==> config.mk <==
export PLATFORM = sky130hd
export DESIGN_NAME = ex_stage
export DESIGN_NICKNAME = d
export VERILOG_FILES = /design/src/rtl/ex_stage_pkg.sv /design/src/rtl/ex_branch_cmp.sv /design/src/rtl/ex_stage.sv
export SDC_FILE = /design/constraint.sdc
export NUM_CORES = 1
export LEC_CHECK = 0
export CELL_PAD_IN_SITES_DETAIL_PLACEMENT = 0
export CELL_PAD_IN_SITES_GLOBAL_PLACEMENT = 1
export CORE_MARGIN = 5
export CORE_UTILIZATION = 43
export DETAILED_ROUTE_END_ITERATION = 12
export PLACE_DENSITY = 0.93
export SKIP_LAST_GASP = 1
export SYNTH_ARGS = -nofsm -noshare
export SYNTH_HDL_FRONTEND = slang
export SYNTH_SLANG_ARGS = --single-unit
export TNS_END_PERCENT = 5
==> constraint.sdc <==
create_clock -name clk -period 3.51 [get_ports clk]
set_input_delay 0.5265 -clock clk [delete_from_list [all_inputs] [get_ports clk]]
set_output_delay 0.5265 -clock clk [all_outputs]
set_load 0.005 [all_outputs]
==> src/rtl/ex_stage_pkg.sv <==
// rtl/ex_stage_pkg.sv - RV32I execute-stage opcode constants and immediate helpers
package ex_stage_pkg;

    localparam logic [6:0] INST_TYPE_I   = 7'b0010011;
    localparam logic [6:0] INST_TYPE_R_M = 7'b0110011;
    localparam logic [6:0] INST_TYPE_B   = 7'b1100011;
    localparam logic [6:0] INST_JAL      = 7'b1101111;
    localparam logic [6:0] INST_JALR     = 7'b1100111;
    localparam logic [6:0] INST_LUI      = 7'b0110111;
    localparam logic [6:0] INST_AUIPC    = 7'b0010111;

    localparam logic [2:0] INST_ADDI     = 3'b000;
    localparam logic [2:0] INST_ADD_SUB  = 3'b000;
    localparam logic [2:0] INST_JALR_F3  = 3'b000;
    localparam logic [2:0] INST_BEQ      = 3'b000;
    localparam logic [2:0] INST_BNE      = 3'b001;
    localparam logic [2:0] INST_BLT      = 3'b100;
    localparam logic [2:0] INST_BGE      = 3'b101;
    localparam logic [2:0] INST_BLTU     = 3'b110;
    localparam logic [2:0] INST_BGEU     = 3'b111;

    localparam logic [6:0] FUNCT7_ADD    = 7'b0000000;
    localparam logic [6:0] FUNCT7_SUB    = 7'b0100000;

    localparam logic [31:0] NOP_INST     = 32'h0000_0013;

    function automatic logic [31:0] imm_i(input logic [31:0] inst);
        return {{20{inst[31]}}, inst[31:20]};
    endfunction

    function automatic logic [31:0] imm_b(input logic [31:0] inst);
        return {{19{inst[31]}}, inst[31], inst[7], inst[30:25], inst[11:8], 1'b0};
    endfunction

    function automatic logic [31:0] imm_j(input logic [31:0] inst);
        return {{11{inst[31]}}, inst[31], inst[19:12], inst[20], inst[30:21], 1'b0};
    endfunction

    function automatic logic [31:0] imm_u(input logic [31:0] inst);
        return {inst[31:12], 12'b0};
    endfunction

endpackage

==> src/rtl/ex_branch_cmp.sv <==
// rtl/ex_branch_cmp.sv - combinational branch condition evaluation
module ex_branch_cmp (
    input  logic [31:0] op1,
    input  logic [31:0] op2,
    input  logic [2:0]  funct3,
    output logic        taken
);
    import ex_stage_pkg::*;

    always_comb begin
        taken = 1'b0;
        case (funct3)
            INST_BEQ:  taken = (op1 == op2);
            INST_BNE:  taken = (op1 != op2);
            INST_BLT:  taken = ($signed(op1) <  $signed(op2));
            INST_BGE:  taken = ($signed(op1) >= $signed(op2));
            INST_BLTU: taken = (op1 <  op2);
            INST_BGEU: taken = (op1 >= op2);
            default:   taken = 1'b0;
        endcase
    end

endmodule

==> src/rtl/ex_stage.sv <==
// rtl/ex_stage.sv - RV32I execute stage: ALU result, redirect and wrong-path squash
module ex_stage #(
    parameter int          FLUSH_DEPTH = 2,
    parameter logic [31:0] NOP_INST    = ex_stage_pkg::NOP_INST
) (
    input  logic        clk,
    input  logic        rst_n,
    input  logic [31:0] inst_i,
    input  logic [31:0] inst_addr_i,
    input  logic [31:0] op1_i,
    input  logic [31:0] op2_i,
    input  logic [4:0]  rd_addr_i,
    input  logic        reg_wen_i,
    output logic [4:0]  wb_rd_addr_o,
    output logic [31:0] wb_rd_data_o,
    output logic        wb_reg_wen_o,
    output logic        jump_en_o,
    output logic [31:0] jump_addr_o,
    output logic        flush_busy_o
);
    import ex_stage_pkg::*;

    logic [6:0]  opcode;
    logic [2:0]  funct3;
    logic [6:0]  funct7;
    logic [1:0]  flush_cnt;
    logic        squash;
    logic        br_taken;
    logic        wen_c;
    logic [31:0] data_c;
    logic        jump_c;
    logic [31:0] target_c;
    logic        do_write;
    logic        do_jump;

    assign opcode = inst_i[6:0];
    assign funct3 = inst_i[14:12];
    assign funct7 = inst_i[31:25];
    assign squash = (flush_cnt != 2'd0);

    ex_branch_cmp u_branch_cmp (
        .op1    (op1_i),
        .op2    (op2_i),
        .funct3 (funct3),
        .taken  (br_taken)
    );

    always_comb begin
        wen_c    = 1'b0;
        data_c   = 32'd0;
        jump_c   = 1'b0;
        target_c = 32'd0;
        if (inst_i != NOP_INST) begin
            case (opcode)
                INST_TYPE_I: begin
                    if (funct3 == INST_ADDI) begin
                        wen_c  = 1'b1;
                        data_c = op1_i + op2_i;
                    end
                end
                INST_TYPE_R_M: begin
                    if (funct3 == INST_ADD_SUB && funct7 == FUNCT7_ADD) begin
                        wen_c  = 1'b1;
                        data_c = op1_i + op2_i;
                    end else if (funct3 == INST_ADD_SUB && funct7 == FUNCT7_SUB) begin
                        wen_c  = 1'b1;
                        data_c = op1_i - op2_i;
                    end
                end
                INST_TYPE_B: begin
                    // Unsupported branch funct3 values never report taken.
                    jump_c   = br_taken;
                    target_c = inst_addr_i + imm_b(inst_i);
                end
                INST_JAL: begin
                    wen_c    = 1'b1;
                    data_c   = inst_addr_i + 32'd4;
                    jump_c   = 1'b1;
                    target_c = inst_addr_i + imm_j(inst_i);
                end
                INST_JALR: begin
                    if (funct3 == INST_JALR_F3) begin
                        wen_c    = 1'b1;
                        data_c   = inst_addr_i + 32'd4;
                        jump_c   = 1'b1;
                        target_c = (op1_i + imm_i(inst_i)) & ~32'd1;
                    end
                end
                INST_LUI: begin
                    wen_c  = 1'b1;
                    data_c = imm_u(inst_i);
                end
                INST_AUIPC: begin
                    wen_c  = 1'b1;
                    data_c = inst_addr_i + imm_u(inst_i);
                end
                default: ;
            endcase
        end
    end

    assign do_write = wen_c & reg_wen_i & (rd_addr_i != 5'd0) & ~squash;
    assign do_jump  = jump_c & ~squash;

    always_ff @(posedge clk or negedge rst_n) begin
        if (!rst_n) begin
            wb_rd_addr_o <= 5'd0;
            wb_rd_data_o <= 32'd0;
            wb_reg_wen_o <= 1'b0;
            jump_en_o    <= 1'b0;
            jump_addr_o  <= 32'd0;
            flush_cnt    <= 2'd0;
        end else begin
            wb_reg_wen_o <= do_write;
            wb_rd_addr_o <= do_write ? rd_addr_i : 5'd0;
            wb_rd_data_o <= do_write ? data_c : 32'd0;
            jump_en_o    <= do_jump;
            jump_addr_o  <= do_jump ? target_c : 32'd0;
            // A redirect only reloads when the window is already closed.
            if (do_jump) begin
                flush_cnt <= 2'(FLUSH_DEPTH);
            end else if (squash) begin
                flush_cnt <= flush_cnt - 2'd1;
            end
        end
    end

    assign flush_busy_o = (flush_cnt != 2'd0);

endmodule

==> impl_summary.md <==
Clock network
The number of hold buffers added after CTS was 0. Clock-pin slew was measured on the worst setup and hold paths at 0.08 ns. The clock tree from TritonCTS is yes. The clock drives 73 sinks. For the worst-skew pair, the clock arrives at the later sink with an insertion delay of 0.36 ns. The H-tree generated during clock tree synthesis spans 3 levels. In this run the deepest clock path goes through 2 buffers. The number of CTS-inserted buffers is 9. The clock root buffer master is sky130_fd_sc_hd__clkbuf_16.

Power and ir drop
The peak supply drop is 0.208 mV. Of the total power, the share spent switching nets is 0.390. The leakage power is 0.00793 uW. Cell internal power was estimated by the tool at 2590 uW. The part of the power in registers is 0.203. The combinational group share of total power is 0.548. Dividing total power by cell area gives a power density of 246 nW/um^2. The reported net switching power is 1660 uW.

The clock network power share is 0.249.

Yosys
The synthesized netlist cell count is 1546. For this run, the number of Yosys warnings is 0. The biggest area contributor in the post-synthesis netlist is sky130_fd_sc_hd__dfrtp_1.

The average cell area after synthesis is 7.41 um^2. Among all cell types in the netlist, the one instantiated most often is sky130_fd_sc_hd__a21oi_1. Sorting the synthesized cells by area gives the leading types as sky130_fd_sc_hd__dfrtp_1, sky130_fd_sc_hd__ha_1, sky130_fd_sc_hd__a21oi_1, sky130_fd_sc_hd__nor2_1, sky130_fd_sc_hd__xnor2_1. The count of cell types in the netlist is 82. The share of synthesized area in the top cell type comes to 0.160.

The synthesized net count is 1831. The part of the Yosys area used for sequential elements is 0.160. The synthesized cell area is 11500 um^2. By count the netlist is led by sky130_fd_sc_hd__a21oi_1, sky130_fd_sc_hd__ha_1, sky130_fd_sc_hd__nor2_1, sky130_fd_sc_hd__nand2_1, sky130_fd_sc_hd__o21ai_0. The fraction of registers with async set/reset is 1.00. The number of enable-type register cells in the synthesized netlist is 0.

The dominant synthesized flop cell is sky130_fd_sc_hd__dfrtp_1. Counting flops and latches in the post-synthesis netlist gives 73.

STA
The minimum setup slack in the final design is -0.157 ns. The highest attainable clock frequency is 273 MHz. In the finished design, the share of the clock period the worst path needs comes to 1.04. On the final layout, the worst clock skew is 0.0138 ns. The count of pins over their slew limit is 0.

The clock period minus final worst setup slack is 3.67 ns. The worst-case headroom to the max-slew limit is 0.315. The final hold violation count came to 0. Setup repair after global routing could not meet its margin everywhere. Setup violations remaining at the end of the flow were counted as 33. The transition at the pin with the smallest max-transition slack is 1.03 ns.

Status
The run finished, with violations left. The checks that failed: negative setup slack.

Global route
The largest net degree at the start of global routing is 74. For this run, the total global-route usage over all layers was measured as 0.315. The number of global-route vias before repair is 14600. The wire length of the first global-routing pass is 76300 um. The number of antenna violations at the first check in global routing is 2. For this run the aggregate overflow at the end of global routing stands at 0.

Critical path
The depth of the worst register-to-register path is 7. The largest fanout of any net on the critical path is 4. The worst setup path startpoint is op1_i[0]. STA classifies the critical path endpoint as a flop. The class of the most critical setup path is in -> reg.

The beginning of the worst register-to-register path is flush_cnt[0]. The most critical setup path has its endpoint at wb_rd_data_o[30]. Data on the critical path is required at its endpoint by 3.79 ns. Data on the critical path arrives at its endpoint at 3.95 ns. The worst register-to-register path ends at wb_rd_data_o[12]. The setup slack of the worst register-to-register path is 1.20 ns. The nature of the critical path startpoint is an input pin.

Floorplan
Pin placement for this block handled 208 I/O pins. The cell row count is 59. The region available for standard cell placement spans 26100 um^2.

The effective utilization at floorplan is 0.438. The die covers 30000 um^2. From bottom edge to top edge, the die measures 173 um. The die is 173 um wide.

Final layout
The fraction of layout cells with a size suffix above 1 is 0.233. The number of nets in the layout is 2377. The final design utilization is 0.661.

The multi-input gate area in the final layout is 9240 um^2. The post-layout instance count excluding filler cells is 2431. The final instance area is 17300 um^2. The number of diodes added for antenna fixing is 0.

The area growth from synthesis to layout is 50.8%. Registers take 1830 um^2. The filler cell count is 2263.

Drt
The number of antenna-violating nets in the routed design is 0. After detailed routing, the number of remaining DRC violations is 0. After detailed routing, the average wire length per cell comes to 20.6 um.

The routed wire length is 50100 um. For this run, the detailed router's first-pass iteration total came to 5. For this block, the via count after detailed routing is 14700. For this block, the initial DRC count from the detailed router was 1512. The number of vias per cell is 6.07.

Place
The placed instance area is 16700 um^2. The total half-perimeter wirelength after legalization and detailed placement is 40600 um. After detailed placement, the design holds a cell count of 2404.

The congestion estimate from routability-driven global placement came to 1.04. Port buffering added 207 buffers. Before CTS, the worst setup slack after placement is -0.988 ns.

Flow run
Across the run, the number of max-cap violations was 0.

Worst hold path
The classification of the worst-slack hold path is in -> async.
-- worst max-delay path, stage by stage --
cell and delay, ns:
sky130_fd_sc_hd__clkdlybuf4s50_1 0.45, sky130_fd_sc_hd__ha_1 0.25, sky130_fd_sc_hd__fa_1 0.39, sky130_fd_sc_hd__or2b_2 0.20
sky130_fd_sc_hd__a221oi_2 0.07, sky130_fd_sc_hd__or4_4 0.44, sky130_fd_sc_hd__a41o_1 0.35, sky130_fd_sc_hd__a2111o_1 0.43
sky130_fd_sc_hd__nand2_1 0.09, sky130_fd_sc_hd__o211ai_2 0.11, sky130_fd_sc_hd__o31a_1 0.27, sky130_fd_sc_hd__xnor2_1 0.13
sky130_fd_sc_hd__nand2_1 0.08, sky130_fd_sc_hd__a31oi_1 0.16
-- metrics by stage --
step                      hold WS (ns)  power (uW)  setup TNS [ns]
after CTS                        0.385        4170           -1.14
after floorplan                  0.231        2040          -0.701
after detailed placement         0.549        3090          -25.12
after global placement           0.518        3030          -21.34
after global routing             0.439        4460           -7.92
final                            0.355        4250           -2.43
-- power by group through the flow --
stage | sequential, uW | combinational (uW) | clock (uW)
after global routing | 861 | 2510 | 1090
after global placement | 876 | 2150 | 0
after CTS | 861 | 2260 | 1060
after detailed placement | 877 | 2210 | 0
final | 861 | 2330 | 1060
after floorplan | 875 | 1160 | 0
-- flip-flops by register name, indices dropped and copies added, names as in the netlist --
| register | count |
|---|---|
| wb_rd_addr_o | 5 |
| flush_cnt | 2 |
| jump_addr_o | 32 |
| wb_reg_wen_o | 1 |
| jump_en_o | 1 |
| wb_rd_data_o | 32 |
-- worst min path at each step --
stage,start,to,depth (start not counted),slack (ns)
finish,rst_n,jump_addr_o[5],1,0.35
global route,rst_n,jump_addr_o[7],1,0.44
CTS,rst_n,jump_addr_o[17],1,0.38
detailed placement,flush_cnt[1],flush_cnt[1],2,0.55
global placement,flush_cnt[1],flush_cnt[1],2,0.52
floorplan,rst_n,flush_cnt[0],0,0.23
-- layer usage --
metal | global-route usage | wire length [um] | up-vias
met4 | 0.216 | 4070 | 4
met5 | 0 | 34 | -
li1 | - | - | 6815
met1 | 0.380 | 19400 | 6817
met3 | 0.0576 | 4490 | 220
met2 | 0.510 | 22100 | 890
-- cells by family (layout without fill, tap and decap cells) --
group	Yosys count	in the layout	share of synthesized area
compound gates	549	549	0.319
xor+xnor	87	87	0.0665
fa+ha+maj	149	149	0.166
buf+inv	160	710	0.0542
flops	73	73	0.160
mux	22	22	0.0200
simple gates	506	506	0.214
-- area by class of cell --
type                            count  area share
Multi-Input combinational cell   1313       0.535
Timing Repair Buffer              603       0.297
Sequential cell                    73       0.106
Tap cell                          335      0.0243
Inverter                           92      0.0200
Clock buffer                       10      0.0133
Clock inverter                      5     0.00471
-- cell usage in the layout, fill, tap and decap left out, types with 10 or more instances in the layout --
master,count
sky130_fd_sc_hd__and3_1,10
sky130_fd_sc_hd__nor2_1,138
sky130_fd_sc_hd__o21bai_1,16
sky130_fd_sc_hd__nand2b_1,36
sky130_fd_sc_hd__xor2_1,30
sky130_fd_sc_hd__dfrtp_1,73
sky130_fd_sc_hd__a22oi_1,22
sky130_fd_sc_hd__buf_4,388
sky130_fd_sc_hd__inv_1,86
sky130_fd_sc_hd__mux2i_1,15
sky130_fd_sc_hd__nor3_1,35
sky130_fd_sc_hd__o221ai_1,11
sky130_fd_sc_hd__and2_1,14
sky130_fd_sc_hd__nand4_1,16
sky130_fd_sc_hd__o21ai_1,15
sky130_fd_sc_hd__nand2_1,124
sky130_fd_sc_hd__o22ai_1,10
sky130_fd_sc_hd__or3_1,15
sky130_fd_sc_hd__xnor2_1,56
sky130_fd_sc_hd__nor2b_1,16
sky130_fd_sc_hd__o21ai_0,91
sky130_fd_sc_hd__nand3_1,50
sky130_fd_sc_hd__a21oi_1,152
sky130_fd_sc_hd__o31ai_1,12
sky130_fd_sc_hd__o211ai_1,25
sky130_fd_sc_hd__a31oi_1,19
sky130_fd_sc_hd__a21o_1,51
sky130_fd_sc_hd__o21a_1,11
sky130_fd_sc_hd__clkdlybuf4s50_1,198
sky130_fd_sc_hd__ha_1,138
-- repair_timing --
item | 4_1_cts | 5_1_grt
pin swaps | 23 | 17
setup buffers | 9 | 4
endpoints found under the setup margin | 41 | 49
resized for setup | 35 | 14
Note: power is estimated with default switching activity, not from simulation.
